`config.mk`:
```
export PLATFORM = sky130hd
export DESIGN_NAME = spi_max7219_rx
export DESIGN_NICKNAME = d
export VERILOG_FILES = /design/src/rtl/max7219_pkg.sv /design/src/rtl/spi_max7219_rx_sync_edge.sv /design/src/rtl/spi_max7219_rx.sv
export SDC_FILE = /design/constraint.sdc
export NUM_CORES = 1
export LEC_CHECK = 0
export CAP_MARGIN = 20
export CORE_ASPECT_RATIO = 2
export CORE_MARGIN = 1.5
export CORE_UTILIZATION = 53
export CTS_BUF_LIST = sky130_fd_sc_hd__clkbuf_8
export DETAILED_ROUTE_END_ITERATION = 7
export PLACE_DENSITY = 0.93
export REMOVE_ABC_BUFFERS = 1
export SLEW_MARGIN = 20
export SYNTH_ARGS = -nofsm -noshare
export SYNTH_HDL_FRONTEND = slang
export SYNTH_SLANG_ARGS = --single-unit
```
`constraint.sdc`:
```
create_clock -name i_Clk -period 4.5 [get_ports i_Clk]
set_input_delay 0.9 -clock i_Clk [delete_from_list [all_inputs] [get_ports i_Clk]]
set_output_delay 0.9 -clock i_Clk [all_outputs]
set_load 0.01 [all_outputs]
```
`src/rtl/max7219_pkg.sv`:
```
// Shared definitions for the MAX7219 receive model: FSM states, register map
// and reset values, also used by the transmitter's bench.
package max7219_pkg;

  typedef enum logic [1:0] {
    IDLE,
    SHIFT,
    COMMIT
  } state_t;

  localparam logic [3:0] ADDR_NOOP       = 4'h0;
  localparam logic [3:0] ADDR_DIGIT0     = 4'h1;
  localparam logic [3:0] ADDR_DIGIT1     = 4'h2;
  localparam logic [3:0] ADDR_DIGIT2     = 4'h3;
  localparam logic [3:0] ADDR_DIGIT3     = 4'h4;
  localparam logic [3:0] ADDR_DIGIT4     = 4'h5;
  localparam logic [3:0] ADDR_DIGIT5     = 4'h6;
  localparam logic [3:0] ADDR_DIGIT6     = 4'h7;
  localparam logic [3:0] ADDR_DIGIT7     = 4'h8;
  localparam logic [3:0] ADDR_DECODE     = 4'h9;
  localparam logic [3:0] ADDR_INTENSITY  = 4'hA;
  localparam logic [3:0] ADDR_SCAN_LIMIT = 4'hB;
  localparam logic [3:0] ADDR_SHUTDOWN   = 4'hC;
  localparam logic [3:0] ADDR_TEST       = 4'hF;

  localparam logic [63:0] RST_DIGITS     = 64'h0;
  localparam logic [7:0]  RST_DECODE     = 8'h00;
  localparam logic [3:0]  RST_INTENSITY  = 4'h0;
  localparam logic [2:0]  RST_SCAN_LIMIT = 3'h0;
  localparam logic [7:0]  RST_SHUTDOWN   = 8'h00;
  localparam logic        RST_TEST       = 1'b0;

  // Idle line levels, used as the synchronizer reset values.
  localparam logic IDLE_STB = 1'b1;
  localparam logic IDLE_CLK = 1'b1;
  localparam logic IDLE_DIN = 1'b0;

endpackage

```
`src/rtl/spi_max7219_rx_sync_edge.sv`:
```
// Multi-stage synchronizer with rise/fall detection against a one-cycle-delayed
// copy of the synchronized level; reset fills the chain with the idle level.
module sync_edge #(
  parameter int   STAGES      = 2,
  parameter logic RESET_LEVEL = 1'b0
) (
  input  logic clk,
  input  logic rst,
  input  logic async_level,
  output logic level,
  output logic rise,
  output logic fall
);

  logic [STAGES-1:0] chain;
  logic              prev;

  always_ff @(posedge clk or posedge rst) begin
    if (rst) begin
      chain <= {STAGES{RESET_LEVEL}};
      prev  <= RESET_LEVEL;
    end else begin
      chain <= {chain[STAGES-2:0], async_level};
      prev  <= chain[STAGES-1];
    end
  end

  assign level = chain[STAGES-1];
  assign rise  = level & ~prev;
  assign fall  = ~level & prev;

endmodule

```
`src/rtl/spi_max7219_rx.sv`:
```
// Oversampling MAX7219 receiver: shifts 16-bit SPI frames MSB first and
// commits them into a MAX7219-compatible register file on LOAD rising.
module spi_max7219_rx
  import max7219_pkg::*;
#(
  parameter int DATA_WIDTH  = 16,
  parameter int SYNC_STAGES = 2,
  parameter int CNT_WIDTH   = $clog2(DATA_WIDTH) + 1
) (
  input  logic        i_Clk,
  input  logic        i_Rst,
  input  logic        i_SPI_Stb,
  input  logic        i_SPI_Clk,
  input  logic        i_SPI_Din,
  output logic        o_Valid,
  output logic        o_Frame_Error,
  output logic [3:0]  o_Addr,
  output logic [7:0]  o_Data,
  output logic [63:0] o_Digits,
  output logic [7:0]  o_Decode_Mode,
  output logic [3:0]  o_Intensity,
  output logic [2:0]  o_Scan_Limit,
  output logic        o_Shutdown,
  output logic        o_Display_Test
);

  logic stb_level, stb_rise, stb_fall;
  logic clk_level, clk_rise, clk_fall;
  logic din, din_rise, din_fall;

  sync_edge #(.STAGES(SYNC_STAGES), .RESET_LEVEL(IDLE_STB)) u_sync_stb (
    .clk(i_Clk), .rst(i_Rst), .async_level(i_SPI_Stb),
    .level(stb_level), .rise(stb_rise), .fall(stb_fall)
  );

  sync_edge #(.STAGES(SYNC_STAGES), .RESET_LEVEL(IDLE_CLK)) u_sync_clk (
    .clk(i_Clk), .rst(i_Rst), .async_level(i_SPI_Clk),
    .level(clk_level), .rise(clk_rise), .fall(clk_fall)
  );

  sync_edge #(.STAGES(SYNC_STAGES), .RESET_LEVEL(IDLE_DIN)) u_sync_din (
    .clk(i_Clk), .rst(i_Rst), .async_level(i_SPI_Din),
    .level(din), .rise(din_rise), .fall(din_fall)
  );

  state_t                state;
  logic [DATA_WIDTH-1:0] sr, sr_next;
  logic [CNT_WIDTH-1:0]  cnt, cnt_next;
  logic                  frame_full;
  logic [3:0]            frame_addr;
  logic [7:0]            frame_data;
  logic                  shutdown_bit;
  logic                  unused_bits;

  // A Clk edge coinciding with LOAD rising is folded in before the commit decision.
  always_comb begin
    sr_next  = sr;
    cnt_next = cnt;
    if (clk_rise) begin
      sr_next = {sr[DATA_WIDTH-2:0], din};
      if (cnt != CNT_WIDTH'(DATA_WIDTH))
        cnt_next = cnt + 1'b1;
    end
  end

  assign frame_full  = (cnt_next == CNT_WIDTH'(DATA_WIDTH));
  assign frame_addr  = sr_next[11:8];
  assign frame_data  = sr_next[7:0];
  assign o_Shutdown  = ~shutdown_bit;
  assign unused_bits = ^{stb_level, clk_level, clk_fall, din_rise, din_fall,
                         sr_next[DATA_WIDTH-1:12]};

  // The register file is written on the transition into COMMIT, so outputs
  // and the o_Valid pulse appear together during the COMMIT cycle.
  always_ff @(posedge i_Clk or posedge i_Rst) begin
    if (i_Rst) begin
      state          <= IDLE;
      sr             <= '0;
      cnt            <= '0;
      o_Valid        <= 1'b0;
      o_Frame_Error  <= 1'b0;
      o_Addr         <= ADDR_NOOP;
      o_Data         <= 8'h00;
      o_Digits       <= RST_DIGITS;
      o_Decode_Mode  <= RST_DECODE;
      o_Intensity    <= RST_INTENSITY;
      o_Scan_Limit   <= RST_SCAN_LIMIT;
      shutdown_bit   <= RST_SHUTDOWN[0];
      o_Display_Test <= RST_TEST;
    end else begin
      o_Valid       <= 1'b0;
      o_Frame_Error <= 1'b0;
      case (state)
        IDLE, COMMIT: begin
          if (stb_fall) begin
            state <= SHIFT;
            sr    <= '0;
            cnt   <= '0;
          end else begin
            state <= IDLE;
          end
        end
        SHIFT: begin
          sr  <= sr_next;
          cnt <= cnt_next;
          if (stb_rise) begin
            if (frame_full) begin
              state   <= COMMIT;
              o_Valid <= 1'b1;
              o_Addr  <= frame_addr;
              o_Data  <= frame_data;
              case (frame_addr)
                ADDR_DECODE:     o_Decode_Mode  <= frame_data;
                ADDR_INTENSITY:  o_Intensity    <= frame_data[3:0];
                ADDR_SCAN_LIMIT: o_Scan_Limit   <= frame_data[2:0];
                ADDR_SHUTDOWN:   shutdown_bit   <= frame_data[0];
                ADDR_TEST:       o_Display_Test <= frame_data[0];
                default: begin
                  for (int k = 0; k < 8; k++)
                    if (frame_addr == ADDR_DIGIT0 + 4'(k))
                      o_Digits[8*k +: 8] <= frame_data;
                end
              endcase
            end else begin
              state         <= IDLE;
              o_Frame_Error <= 1'b1;
            end
          end
        end
        default: state <= IDLE;
      endcase
    end
  end

endmodule

```
Word level (Yosys, flattened, before mapping)

Cells that the tools add are included.

Register bits: 122
Bits in latches: 0
RAM bits: 0
Bits in read-only memories: 0
Input port bits: 5
Output and inout port bits: 95
Word-level logic and storage cells: 89
Memories kept: 0

Add/sub/neg operators: 1
Multiply operators: 0
Divide/modulo/power cells: 0
$lt $le $gt $ge: 0
Equality and inequality tests: 19
Shift-type cells: 0
Mux-type cells: 17
Bitwise operators: 8
Reductions and logical operators: 19

Operators with widths:

| kind                  | count |
|---|---|
| $reduce_and A5 Y1     | 8 |
| $eq A4 B4 Y1 const B  | 6 |
| $mux W12              | 2 |
| $pmux W12 S2          | 1 |
| $reduce_and A4 Y1     | 5 |
| $eq A4 B3 Y1 const B  | 4 |
| $mux W5               | 3 |
| $pmux W5 S2           | 1 |
| $eq A4 B2 Y1 const B  | 2 |
| $mux W1               | 7 |
| $add A5 B1 Y5 const B | 1 |
| $eq A5 B5 Y1 const B  | 1 |
| $ne A5 B5 Y1 const B  | 1 |
| $not A1 Y1            | 5 |
| $reduce_or A5 Y1      | 1 |
| $eq A4 B1 Y1 const B  | 1 |
| $mux W2               | 2 |
| $ne A2 B2 Y1 const B  | 2 |
| $pmux W2 S2           | 1 |
| $and A1 B1 Y1         | 3 |
| $reduce_and A3 Y1     | 1 |
| $eq A2 B1 Y1 const B  | 1 |
| $eq A2 B2 Y1 const B  | 1 |
| $logic_not A2 Y1      | 1 |
| other kinds (3)       | 3 |

Depth between registers and ports, before layout

Gate-level depths: netlist of run 1.

Depth in word-level cells: 7
Gate-level depth with buffers: 8
Gate-level depth less buffers: 7

Modules after synthesis

Synthesis of run 1 repeated with hierarchy kept, for this count alone.

Cell total of the unflattened synthesis: 366
Area, all modules: 5287.6 um^2

By module, submodules not included:

| module                     | instances | cells each | area each (um^2) | sequential area each (um^2) |
|---|---|---|---|---|
| spi_max7219_rx             | 1         | 348        | 4998.5           | 2852.7 |
| sync_edge (u_sync_clk ...) | 2         | 6          | 97.6             | 78.8 |
| sync_edge (u_sync_din)     | 1         | 6          | 93.8             | 75.1 |

Worst setup path before layout of run 1

No wires, ideal clock.

Path kind: reg-to-reg
Start: reg cnt[0]
End: reg o_Digits[56]
Setup time: 0.128 ns
Arrival: 2.260 ns
Required time: 4.372 ns
Path slack: 2.113 ns
Cell stages (with the launch flop): 8
Buffers on the path: 1
Period minus slack after synthesis: 2.387 ns
Cell sequence: dfrtp_1 ha_1 xnor2_1 or4b_1 a32oi_2 buf_6 nand4b_4 mux2_1

Cells in the longest elaborated chain, start to end: 5
Elaborated cells between the ends (all ways): 6
Classes of those cells: add/sub: 1; eq/ne: 2; mux: 2; reduce/logical: 1

Ends and longest elaborated chain:

| element                                              | RTL line                                   | source |
|---|---|---|
| start: declaration                                   | spi_max7219_rx.sv:48                       | `logic [CNT_WIDTH-1:0] cnt, cnt_next;` |
| start signal: assignment                             | spi_max7219_rx.sv:105                      | `cnt <= cnt_next;` |
| $add A5 B1 Y5 / $ne A5 B5 Y1 (equally long branches) | spi_max7219_rx.sv:62, spi_max7219_rx.sv:61 |  |
| $mux W5                                              | spi_max7219_rx.sv:61                       | `if (cnt != CNT_WIDTH'(DATA_WIDTH))` |
| $mux W5 *                                            | spi_max7219_rx.sv:59                       | `if (clk_rise) begin` |
| $eq A5 B5 Y1 *                                       | spi_max7219_rx.sv:66                       | `assign frame_full = (cnt_next == CNT_WIDTH'(DATA_WIDTH));` |
| $reduce_and A5 Y1 (no source line) *                 | --                                         |  |
| end signal: indexed assignment                       | spi_max7219_rx.sv:121                      | `o_Digits[8*k +: 8] <= frame_data;` |
| end: declaration                                     | spi_max7219_rx.sv:19                       | `output logic [63:0] o_Digits,` |

Mark *: on every way between the ends. The rest lies on a longest branch, timed or not.
A chain may end at the register's enable or synchronous reset.

Worst setup path after layout of run 1

Start: reg u_sync_clk.chain[1]
End: reg o_Digits[7]

Cells in the longest elaborated chain, start to end: 6
Elaborated cells between the ends (all ways): 13
Classes of those cells: eq/ne: 7; mux: 2; bitwise: 2; reduce/logical: 2

Ends and longest elaborated chain:

| element                            | RTL line                       | source |
|---|---|---|
| start: declaration                 | spi_max7219_rx_sync_edge.sv:15 | `logic [STAGES-1:0] chain;` |
| start signal: assignment           | spi_max7219_rx_sync_edge.sv:20 | `chain <= {STAGES{RESET_LEVEL}};` |
| start signal: assignment           | spi_max7219_rx_sync_edge.sv:23 | `chain <= {chain[STAGES-2:0], async_level};` |
| $and A1 B1 Y1 *                    | spi_max7219_rx_sync_edge.sv:29 | `assign rise = level & ~prev;` |
| $mux W12                           | spi_max7219_rx.sv:59           |  |
| $eq A4 B4 Y1                       | spi_max7219_rx.sv:112          | `case (frame_addr)` |
| $reduce_or A5 Y1 (no source line)  | --                             |  |
| $not A1 Y1 (no source line)        | --                             |  |
| $reduce_and A5 Y1 (no source line) | --                             |  |

Marked as above.

==> results by group, run 1 <==
Final layout
  • Seq. cell area: 0.00306 mm2
  • Fraction of layout cells with a size suffix above 1: 13.0%
  • Most frequent cells in the layout: dfrtp_1, clkdlybuf4s50_1, mux2_1
  • Area Overhead vs Synth: 29.3%
  • Fillers: 584
  • Most common cell after layout, fill and taps aside: dfrtp_1
  • Multi-input gate area: 0.00187 mm2
  • Final core utilization: 70.3%
  • Final instance area: 0.00656 mm2
  • Antenna cells: 0
  • Nets: 477

Logic synthesis
  • Async set-reset flop share out of synthesis: 100%
  • Netlist cell types: 43
  • Syn Area/Cell: 13.6 um2
  • Synth top area share: 57.3%
  • Register area share after synthesis: 60.4%
  • Mapped Area: 0.00507 mm2
  • FF+latch count, synth: 122
  • Cells after synthesis: 372
  • Synthesis Warnings: 0
  • Post-synth EDFFs: 0
  • Ys flop type: dfrtp_1
  • Area leader, netlist: dfrtp_1
  • Synth top area cells: dfrtp_1, mux2_1, dfstp_2, nand2_1, a22o_1

GRT
  • Grt total ovfl: 0
  • All-Layer GR Usage: 26.7%
  • First-pass GRT wire length: 19,900 um
  • Initial antenna violation count: 0
  • Largest net degree at the start of global routing: 75
  • Vias in the first global route: 3,617

Worst setup path
  • Worst Setup End Kind: flip-flop
  • R2R Setup Slk: 1320 ps
  • Worst path bufs/invs: 1
  • Arrival @ worst endpoint: 3490 ps
  • Startpoint types: flip-flop
  • Worst Path Required: 4810 ps
  • CP max stage delay: 680 ps
  • Worst path slowest cell: or4b_1
  • RR Startpoint: u_sync_clk.chain[1]
  • Critical path's top delay family: simple AND/OR/NAND/NOR gates
  • Cells on worst reg2reg path: 6
  • Worst Path Max Fanout: 23
  • Crit Path Class: reg -> reg
  • Worst path cell trace: nand2b_1, or4b_1, a32oi_2, buf_4, and4_1, mux2_1
  • R2r endpoint: o_Digits[7]

CTS
  • Clk root buf: clkbuf_8
  • Bufs on Longest Clock Path: 2
  • Setup bufs post-CTS: 0
  • CTS tree: built
  • Total CTS buffers: 17
  • Htree depth: 4
  • Post-CTS resize count: 0
  • Register clock-pin slew on the reported worst setup and hold paths: 70 ps
  • Hold_buf cts: 0
  • Worst skew pair latency: 430 ps
  • CTS Sinks: 122

Run
  • Max-Cap Viols: 0

Place
  • Hpwl dp: 8430 um
  • Number of I/O port buffers: 99
  • Placement Cell Area: 0.00613 mm2
  • GPL Wtd Cong: 0.914

Power and ir drop
  • Peak VDD IR: 0.000285 V
  • Power, Total: 2.34 mW
  • Pwr/cell area: 358 mW/mm2
  • Lkg Pwr: 3.20 nW

Timing
  • Minimum clock period: 3180 ps
  • Worst-margin pin slew: 945 ps
  • Final Cycle Share: 70.7%
  • Final setup violation count: 0
  • Max_slew headroom: 36.8%
  • Slew Viols, Final: 0
  • Max Fclk: 314 MHz
  • Skew final: 9.69 ps
  • Final hold viol count: 0
  • Setup TNS: 0 ps
  • RSZ-0062 raised after global routing: no

Hold path
  • Worst hold endpoint: u_sync_din.chain[1]
  • Hold Crit Depth: 0
  • Worst hold path type: reg -> reg
  • Hold path startpoint: u_sync_din.chain[0]

Detailed routing
  • Wirelength, routed: 12,500 um
  • Avg WL per Cell: 21.4 um
  • Routed via count: 3,554
  • Final ANT Viol Nets: 0
  • Iter 0 DRT Violations: 460
  • 1st-pass router iterations: 5
  • DRC errors left: 0
  • DR vias/cell: 6.05

Run status
  • Status: completed

Floorplan
  • DIE WIDTH: 72.2 um
  • Rows: 50
  • Die area: 0.0102 mm2
  • Initial Utilization: 54.4%
  • Die Span Y: 141 um
  • Core ar.: 0.00932 mm2
  • I/O pin count: 100
-- through the flow --
stage	setup slack (ps)	std cells	hold slack (ps)
after CTS	1370	587	353
after detailed placement	1410	555	337
after global placement	1510	555	333
final	1320	587	351
after floorplan	367	348	331
after global routing	1160	587	370
-- layout make-up --
type                            instances  area share [%]
Sequential cell                       122            46.7
Multi-Input combinational cell        217            28.6
Timing Repair Buffer                  103            15.8
Clock buffer                           20            4.20
Clock inverter                         12            2.25
Tap cell                              104            1.99
Inverter                                9           0.554
-- how the worst max path moves through the flow --
stage                   startpoint               to  slack [ps]  depth (start not counted)
5_1_grt        u_sync_clk.chain[1]  o_Scan_Limit[1]        1160                          5
3_3_place_gp   u_sync_clk.chain[1]      o_Digits[5]        1510                          6
4_1_cts        u_sync_clk.chain[1]      o_Digits[7]        1370                          6
6_report       u_sync_clk.chain[1]      o_Digits[7]        1320                          6
3_5_place_dp   u_sync_clk.chain[1]      o_Digits[4]        1410                          6
2_1_floorplan                i_Rst           cnt[0]         370                          1
-- state kept, by name (all words and copies together), names as in the netlist --
| register | cells |
|---|---|
| o_Display_Test | 1 |
| sr | 12 |
| u_sync_din.chain | 2 |
| o_Addr | 4 |
| u_sync_stb.chain | 2 |
| o_Frame_Error | 1 |
| o_Scan_Limit | 3 |
| shutdown_bit | 1 |
| cnt | 5 |
| u_sync_clk.prev | 1 |
| o_Valid | 1 |
| state | 2 |
| u_sync_clk.chain | 2 |
| o_Intensity | 4 |
| o_Digits | 64 |
| o_Data | 8 |
| o_Decode_Mode | 8 |
| u_sync_stb.prev | 1 |
-- metal layers --
metal,routed length [um],track usage (%),vias to the layer above
li1,-,-,1528
met1,4460,29.9,1819
met2,6940,45.3,170
met3,626,7.53,37
met4,525,14.2,0
met5,0,0,-
-- Yosys cell counts (all sizes together) (6+ instances only) --
cell and instances:
clkbuf 16, a22o 12, o21ai 7, nor2 6, o22ai 7, inv 9, a21oi 12, nand4 9
mux2 90, dfrtp 116, dfstp 6, nand2 36, buf 8
-- worst register-to-register path: cells and delay by family, from the launching register on --
kind / cells / cell delay [ps]
multiplexers: 1 / 380
AO/OA/AOI/OAI: 1 / 160
AND/OR/NAND/NOR: 3 / 1600
flip-flops: 1 / 560
buffers and inverters: 1 / 350
-- power by group --
group	switching (mW)	internal (mW)	total, mW
Sequential	0.0249	1.12	1.14
Combinational	0.131	0.0496	0.181
Clock	0.433	0.587	1.02
-- cell families after synthesis --
family	synth area share [%]
fa+ha+maj	0.494
mux	20.0
simple gates	9.33
buf+inv	2.71
xor+xnor	0.346
flops	60.4
compound gates	6.76
Power figures use the tool's default switching activity.
==> inputs of run 2 (changes only) <==
==> constraint.sdc (replaced) <==
create_clock -name i_Clk -period 3 [get_ports i_Clk]
set_input_delay 0.6 -clock i_Clk [delete_from_list [all_inputs] [get_ports i_Clk]]
set_output_delay 0.6 -clock i_Clk [all_outputs]
set_load 0.01 [all_outputs]
==> results by group, run 2 (same netlist as run 1, synthesis figures left out) <==
Place
  • DP Worst Slack: 197 ps (-1210 ps)
  • Placed cells: 565 (+1.8%)
  • Hpwl dp: 8780 um (+4.2%)
  • GPL Wtd Cong: 0.863 (-5.6%)
  • Number of I/O port buffers: 99 (unchanged)

Floorplan
  • I/O pin count: 100 (unchanged)
  • DIE WIDTH: 72.2 um (unchanged)
  • Initial Utilization: 54.4% (unchanged)
  • Die area: 0.0102 mm2 (unchanged)
  • Core ar.: 0.00932 mm2 (unchanged)
  • Die Span Y: 141 um (unchanged)
  • Rows: 50 (unchanged)

Power and ir drop
  • Peak VDD IR: 0.000491 V (+72%)
  • Pwr/cell area: 554 mW/mm2 (+55%)
  • Lkg Pwr: 3.28 nW (+2.5%)

Timing
  • Final hold slack: 360 ps (+9.67 ps)
  • Max Fclk: 352 MHz (+12%)
  • Final Cycle Share: 94.8% (+24 points)
  • Final worst slack: 157 ps (-1160 ps)
  • Slew Viols, Final: 0 (unchanged)
  • Max_slew headroom: 54.8% (+18 points)
  • Skew final: 10.1 ps (+0.400 ps)
  • RSZ-0062 raised after global routing: no
  • Final hold viol count: 0 (unchanged)
  • Worst-margin pin slew: 677 ps (-268 ps)
  • Final setup violation count: 0 (unchanged)
  • Minimum clock period: 2840 ps (-340 ps)

CTS
  • Htree depth: 4 (unchanged)
  • Total CTS buffers: 17 (unchanged)
  • Worst skew pair latency: 440 ps (about the same)
  • Setup bufs post-CTS: 0 (unchanged)
  • CTS tree: built
  • Clk root buf: clkbuf_8
  • Bufs on Longest Clock Path: 2 (unchanged)
  • Hold_buf cts: 0 (unchanged)
  • Register clock-pin slew on the reported worst setup and hold paths: 70 ps (about the same)
  • CTS Sinks: 122 (unchanged)

GRT
  • Grt total ovfl: 0 (unchanged)
  • First-pass GRT wire length: 20,800 um (+4.7%)
  • Initial antenna violation count: 0 (unchanged)
  • Vias in the first global route: 3,953 (+9.3%)
  • All-Layer GR Usage: 27.5% (+0.80 points)
  • Largest net degree at the start of global routing: 44 (-41%)

Worst setup path
  • Crit Path Class: reg -> reg
  • Startpoint types: flip-flop
  • R2r endpoint: o_Digits[28]
  • Cells on worst reg2reg path: 8 (+2)
  • Worst Path Max Fanout: 23 (unchanged)
  • R2R Setup Slk: 160 ps (-1160 ps)
  • Worst Setup End Kind: flip-flop
  • Arrival @ worst endpoint: 3150 ps (-340 ps)
  • Worst Path Required: 3310 ps (-1500 ps)
  • RR Startpoint: cnt[0]

Final layout
  • Biggest regs: o_Digits: 64 flops, sr: 12 flops
  • Reg with most FFs: o_Digits
  • Most frequent cells in the layout: dfrtp_1, clkdlybuf4s50_1, mux2_1
  • Max reg flops: 64 (unchanged)
  • Non-Filler Instances: 597 (+1.7%)
  • Nets: 487 (+2.1%)
  • Final core utilization: 71.8% (+1.4 points)
  • Most common cell after layout, fill and taps aside: dfrtp_1
  • Fraction of layout cells with a size suffix above 1: 15.2% (+2.2 points)
  • Antenna cells: 0 (unchanged)
  • Area Overhead vs Synth: 32.0%
  • Fillers: 572 (-2.1%)

Hold path
  • Hold Crit Depth: 0 (unchanged)
  • Worst hold endpoint: u_sync_stb.chain[1]
  • Worst hold path type: reg -> reg
  • Hold path startpoint: u_sync_stb.chain[0]

Detailed routing
  • Wirelength, routed: 13,000 um (+3.7%)
  • Routed via count: 3,553 (-0.028%)
  • Iter 0 DRT Violations: 431 (-6.3%)
  • DRC errors left: 0 (unchanged)
  • DR vias/cell: 5.95 (-1.7%)
  • Final ANT Viol Nets: 0 (unchanged)
  • Avg WL per Cell: 21.8 um (+2.0%)
  • 1st-pass router iterations: 4 (-1)

Run
  • Max-Cap Viols: 0 (unchanged)

Run status
  • Status: completed
==> run 2: report_power, final <==
| part | internal, mW | switching [mW] | total [mW] |
|---|---|---|---|
| clock network | 1.05 | 0.647 | 1.70 |
| registers | 1.68 | 0.0362 | 1.71 |
| logic | 0.0891 | 0.207 | 0.297 |
| total | 2.82 | 0.891 | 3.71 |
==> run 2: metrics by stage <==
step | instance area, um2 | setup TNS [ps] | total power [mW]
floorplan | 4970 | -119620 | 1.91
global placement | 6220 | 0 | 2.01
detailed placement | 6220 | 0 | 2.03
CTS | 6690 | 0 | 3.72
global route | 6690 | 0 | 3.83
finish | 6690 | 0 | 3.71
==> run 2: repair_timing <==
| action | 4_1_cts | 5_1_grt |
|---|---|---|
| setup endpoints to repair | 0 | 1 |
| resized for setup | 0 | 1 |
| hold endpoints to repair | 0 | 0 |
==> run 2: how the worst max path moves through the flow <==
stage,start,to,depth (start not counted),slack (ps)
after floorplan,i_Rst,cnt[0],1,-830
after global placement,cnt[0],o_Digits[6],7,340
after detailed placement,cnt[0],o_Digits[2],7,200
after CTS,cnt[0],o_Digits[0],8,130
after global routing,cnt[0],o_Digits[28],8,30
final,cnt[0],o_Digits[28],8,160
==> run 2: layout make-up <==
type | instances | area (um2) | area share, %
clock buffers | 20 | 275 | 4.11
clock inverters | 12 | 194 | 2.90
inverters | 9 | 36.3 | 0.542
multi-input cells | 217 | 1870 | 28.0
flip-flops and latches | 122 | 3060 | 45.7
well taps | 104 | 130 | 1.95
repair buffers | 113 | 1120 | 16.8
==> run 2: worst max-delay path, cell delays in order, from the launching register on <==
cell       delay [ps]
dfrtp_1           450
inv_1             100
ha_1              180
nand4bb_1         250
or3_1             440
a32oi_2           280
buf_12            220
and3_1            400
mux2_1            380
==> run 2: per-layer routing <==
layer	share of wire (%)	track usage (%)	wire, um	vias to the layer above
met4	3.6	12.8	468	0
met1	34	29.5	4460	1821
met2	57	49.7	7460	149
met3	4.8	6.53	624	41
met5	0	0	0	-
li1	-	-	-	1542
==> inputs of run 3 (changes only) <==
--- a/config.mk
+++ b/config.mk
@@ -5,9 +5,9 @@
 export SDC_FILE = /design/constraint.sdc
 export NUM_CORES = 1
 export LEC_CHECK = 0
+export ABC_CLOCK_PERIOD_IN_PS = 3000
 export CAP_MARGIN = 20
 export CORE_ASPECT_RATIO = 2
-export CORE_MARGIN = 1.5
 export CORE_UTILIZATION = 53
 export CTS_BUF_LIST = sky130_fd_sc_hd__clkbuf_8
 export DETAILED_ROUTE_END_ITERATION = 7
==> results by group, run 3 (same netlist as run 1, synthesis figures left out) <==
Run status
  • Status: finished with violations
  • Violated checks: DRC

Timing
  • Skew final: 10.3 ps (+0.228 ps)
  • RSZ-0062 raised after global routing: no
  • Max_slew headroom: 52.5% (-2.3 points)
  • Final setup violation count: 0 (unchanged)
  • Worst-margin pin slew: 711 ps (+34.4 ps)
  • Final hold viol count: 0 (unchanged)
  • Final Cycle Share: 94.8% (about the same)
  • Max Fclk: 351 MHz (about the same)
  • Slew Viols, Final: 0 (unchanged)
  • Setup TNS: 0 ps (unchanged)
  • Minimum clock period: 2850 ps (+1.85 ps)

Power and ir drop
  • Pwr/cell area: 530 mW/mm2 (-4.4%)
  • Peak VDD IR: 0.000603 V (+23%)
  • Power, Total: 3.51 mW (-5.4%)
  • Lkg Pwr: 3.24 nW (-1.2%)

Detailed routing
  • Wirelength, routed: 12,900 um (-0.95%)
  • Final ANT Viol Nets: 0 (unchanged)
  • Routed via count: 3,531 (-0.62%)
  • Iter 0 DRT Violations: 357 (-17%)
  • 1st-pass router iterations: 6 (+2)
  • DRC errors left: 4 (+4)
  • DR vias/cell: 5.94 (-0.12%)
  • Avg WL per Cell: 21.7 um (-0.45%)

Place
  • Hpwl dp: 8700 um (-0.99%)
  • GPL Wtd Cong: 0.915 (+5.9%)
  • Placed cells: 562 (-0.53%)
  • Number of I/O port buffers: 99 (unchanged)
  • Placement Cell Area: 0.00621 mm2 (-0.16%)

Final layout
  • Fraction of layout cells with a size suffix above 1: 14.1% (-1.1 points)
  • Area Overhead vs Synth: 30.6%
  • Fillers: 565 (-1.2%)
  • Most common cell after layout, fill and taps aside: dfrtp_1
  • Most frequent cells in the layout: dfrtp_1, clkdlybuf4s50_1, mux2_1
  • Max reg flops: 64 (unchanged)
  • Nets: 484 (-0.62%)
  • Biggest regs: o_Digits: 64 flops, sr: 12 flops
  • Antenna cells: 0 (unchanged)
  • Reg with most FFs: o_Digits
  • Final instance area: 0.00662 mm2 (-1.0%)
  • Non-Filler Instances: 594 (-0.50%)

Worst setup path
  • Arrival @ worst endpoint: 3160 ps (about the same)
  • CP startpoint: cnt[0]
  • Worst Path Required: 3310 ps (about the same)
  • R2R Setup Slk: 150 ps (about the same)
  • Crit Path Class: reg -> reg
  • Cells on worst reg2reg path: 7 (-1)
  • Worst Setup End Kind: flip-flop
  • RR Startpoint: cnt[0]
  • R2r endpoint: o_Digits[0]
  • Worst Path Max Fanout: 23 (unchanged)
  • Startpoint types: flip-flop

GRT
  • First-pass GRT wire length: 20,600 um (-0.96%)
  • Grt total ovfl: 0 (unchanged)
  • GRT met1 Usage: 29.9% (+0.41 points)
  • Largest net degree at the start of global routing: 46 (+4.5%)
  • Most used routing layer: met2
  • All-Layer GR Usage: 28.0% (+0.49 points)
  • Initial antenna violation count: 0 (unchanged)
  • Met3 usage in global routing: 7.27% (+0.73 points)
  • Met2 GRT Util: 49.5% (-0.18 points)
  • Vias in the first global route: 3,781 (-4.4%)

Floorplan
  • Initial Utilization: 54.4% (unchanged)
  • I/O pin count: 100 (unchanged)
  • Die area: 0.00998 mm2 (-2.1%)
  • Core ar.: 0.00932 mm2 (unchanged)
  • DIE WIDTH: 71.2 um (-1.4%)
  • Die Span Y: 140 um (-0.71%)
  • Rows: 50 (unchanged)

Hold path
  • Worst hold path type: reg -> reg
  • Hold path startpoint: u_sync_stb.chain[0]
  • Worst hold endpoint: u_sync_stb.chain[1]
  • Hold Crit Depth: 0 (unchanged)

CTS
  • CTS Sinks: 122 (unchanged)
  • Worst skew pair latency: 440 ps (about the same)
  • Hold_buf cts: 0 (unchanged)
  • Post-CTS resize count: 0 (unchanged)
  • Setup bufs post-CTS: 0 (unchanged)
  • CTS tree: built
  • Total CTS buffers: 17 (unchanged)
  • Htree depth: 4 (unchanged)
  • Register clock-pin slew on the reported worst setup and hold paths: 70 ps (about the same)
  • Clk root buf: clkbuf_8
  • Bufs on Longest Clock Path: 2 (unchanged)

Run
  • Max-Cap Viols: 0 (unchanged)
==> run 3: cell count changes in the layout (fill, tap and decap cells not counted), sizes merged <==
cell,before,now
buf,14,11
clkbuf,20,19
inv,9,12
bufinv,5,3
clkinvlp,2,4
clkinv,5,3
==> run 3: where the power goes <==
| part | switching [mW] | total (mW) | leakage [nW] | internal, mW |
|---|---|---|---|---|
| sequential | 0.0361 | 1.71 | 1.67 | 1.68 |
| clock | 0.646 | 1.50 | 0.207 | 0.856 |
| combinational | 0.203 | 0.292 | 1.36 | 0.0887 |
| total | 0.885 | 3.51 | 3.24 | 2.62 |
==> run 3: layout make-up <==
class / instances / area [um2] / share of cell area (%)
clock buffers: 19 / 262 / 3.95
well taps: 104 / 130 / 1.96
inverters: 9 / 36.3 / 0.548
flip-flops and latches: 122 / 3060 / 46.2
clock inverters: 13 / 151 / 2.29
multi-input cells: 217 / 1870 / 28.3
repair buffers: 110 / 1110 / 16.8
==> run 3: worst max path at each step <==
stage / to / slack, ps / cells after the start
2_1_floorplan: cnt[0] / -830 / 1
3_3_place_gp: o_Digits[0] / 330 / 7
3_5_place_dp: o_Digits[29] / 210 / 7
4_1_cts: o_Digits[0] / 170 / 7
5_1_grt: o_Digits[6] / 40 / 8
6_report: o_Digits[0] / 150 / 7
==> run 3: per-layer routing <==
metal,up-vias,part of all wire (%)
met5,-,0
met4,0,4.6
met3,40,4.7
met2,155,55
met1,1795,35
li1,1541,-
==> run 3: metrics by stage <==
step | util (%) | hold slack, ps | worst slack (ps)
3_3_place_gp | 66.6 | 333 | 332
6_report | 71.0 | 356 | 155
5_1_grt | 71.0 | 361 | 40.6
2_1_floorplan | - | 331 | -833
3_5_place_dp | 66.6 | 347 | 214
4_1_cts | 71.0 | 357 | 173
==> run 3: worst max-delay path: stages (launching register included) <==
cell     delay, ps
dfrtp_1        450
ha_1           310
xnor2_1        150
or4b_1         520
a32oi_2        230
buf_12         220
and4_1         450
mux2_1         380
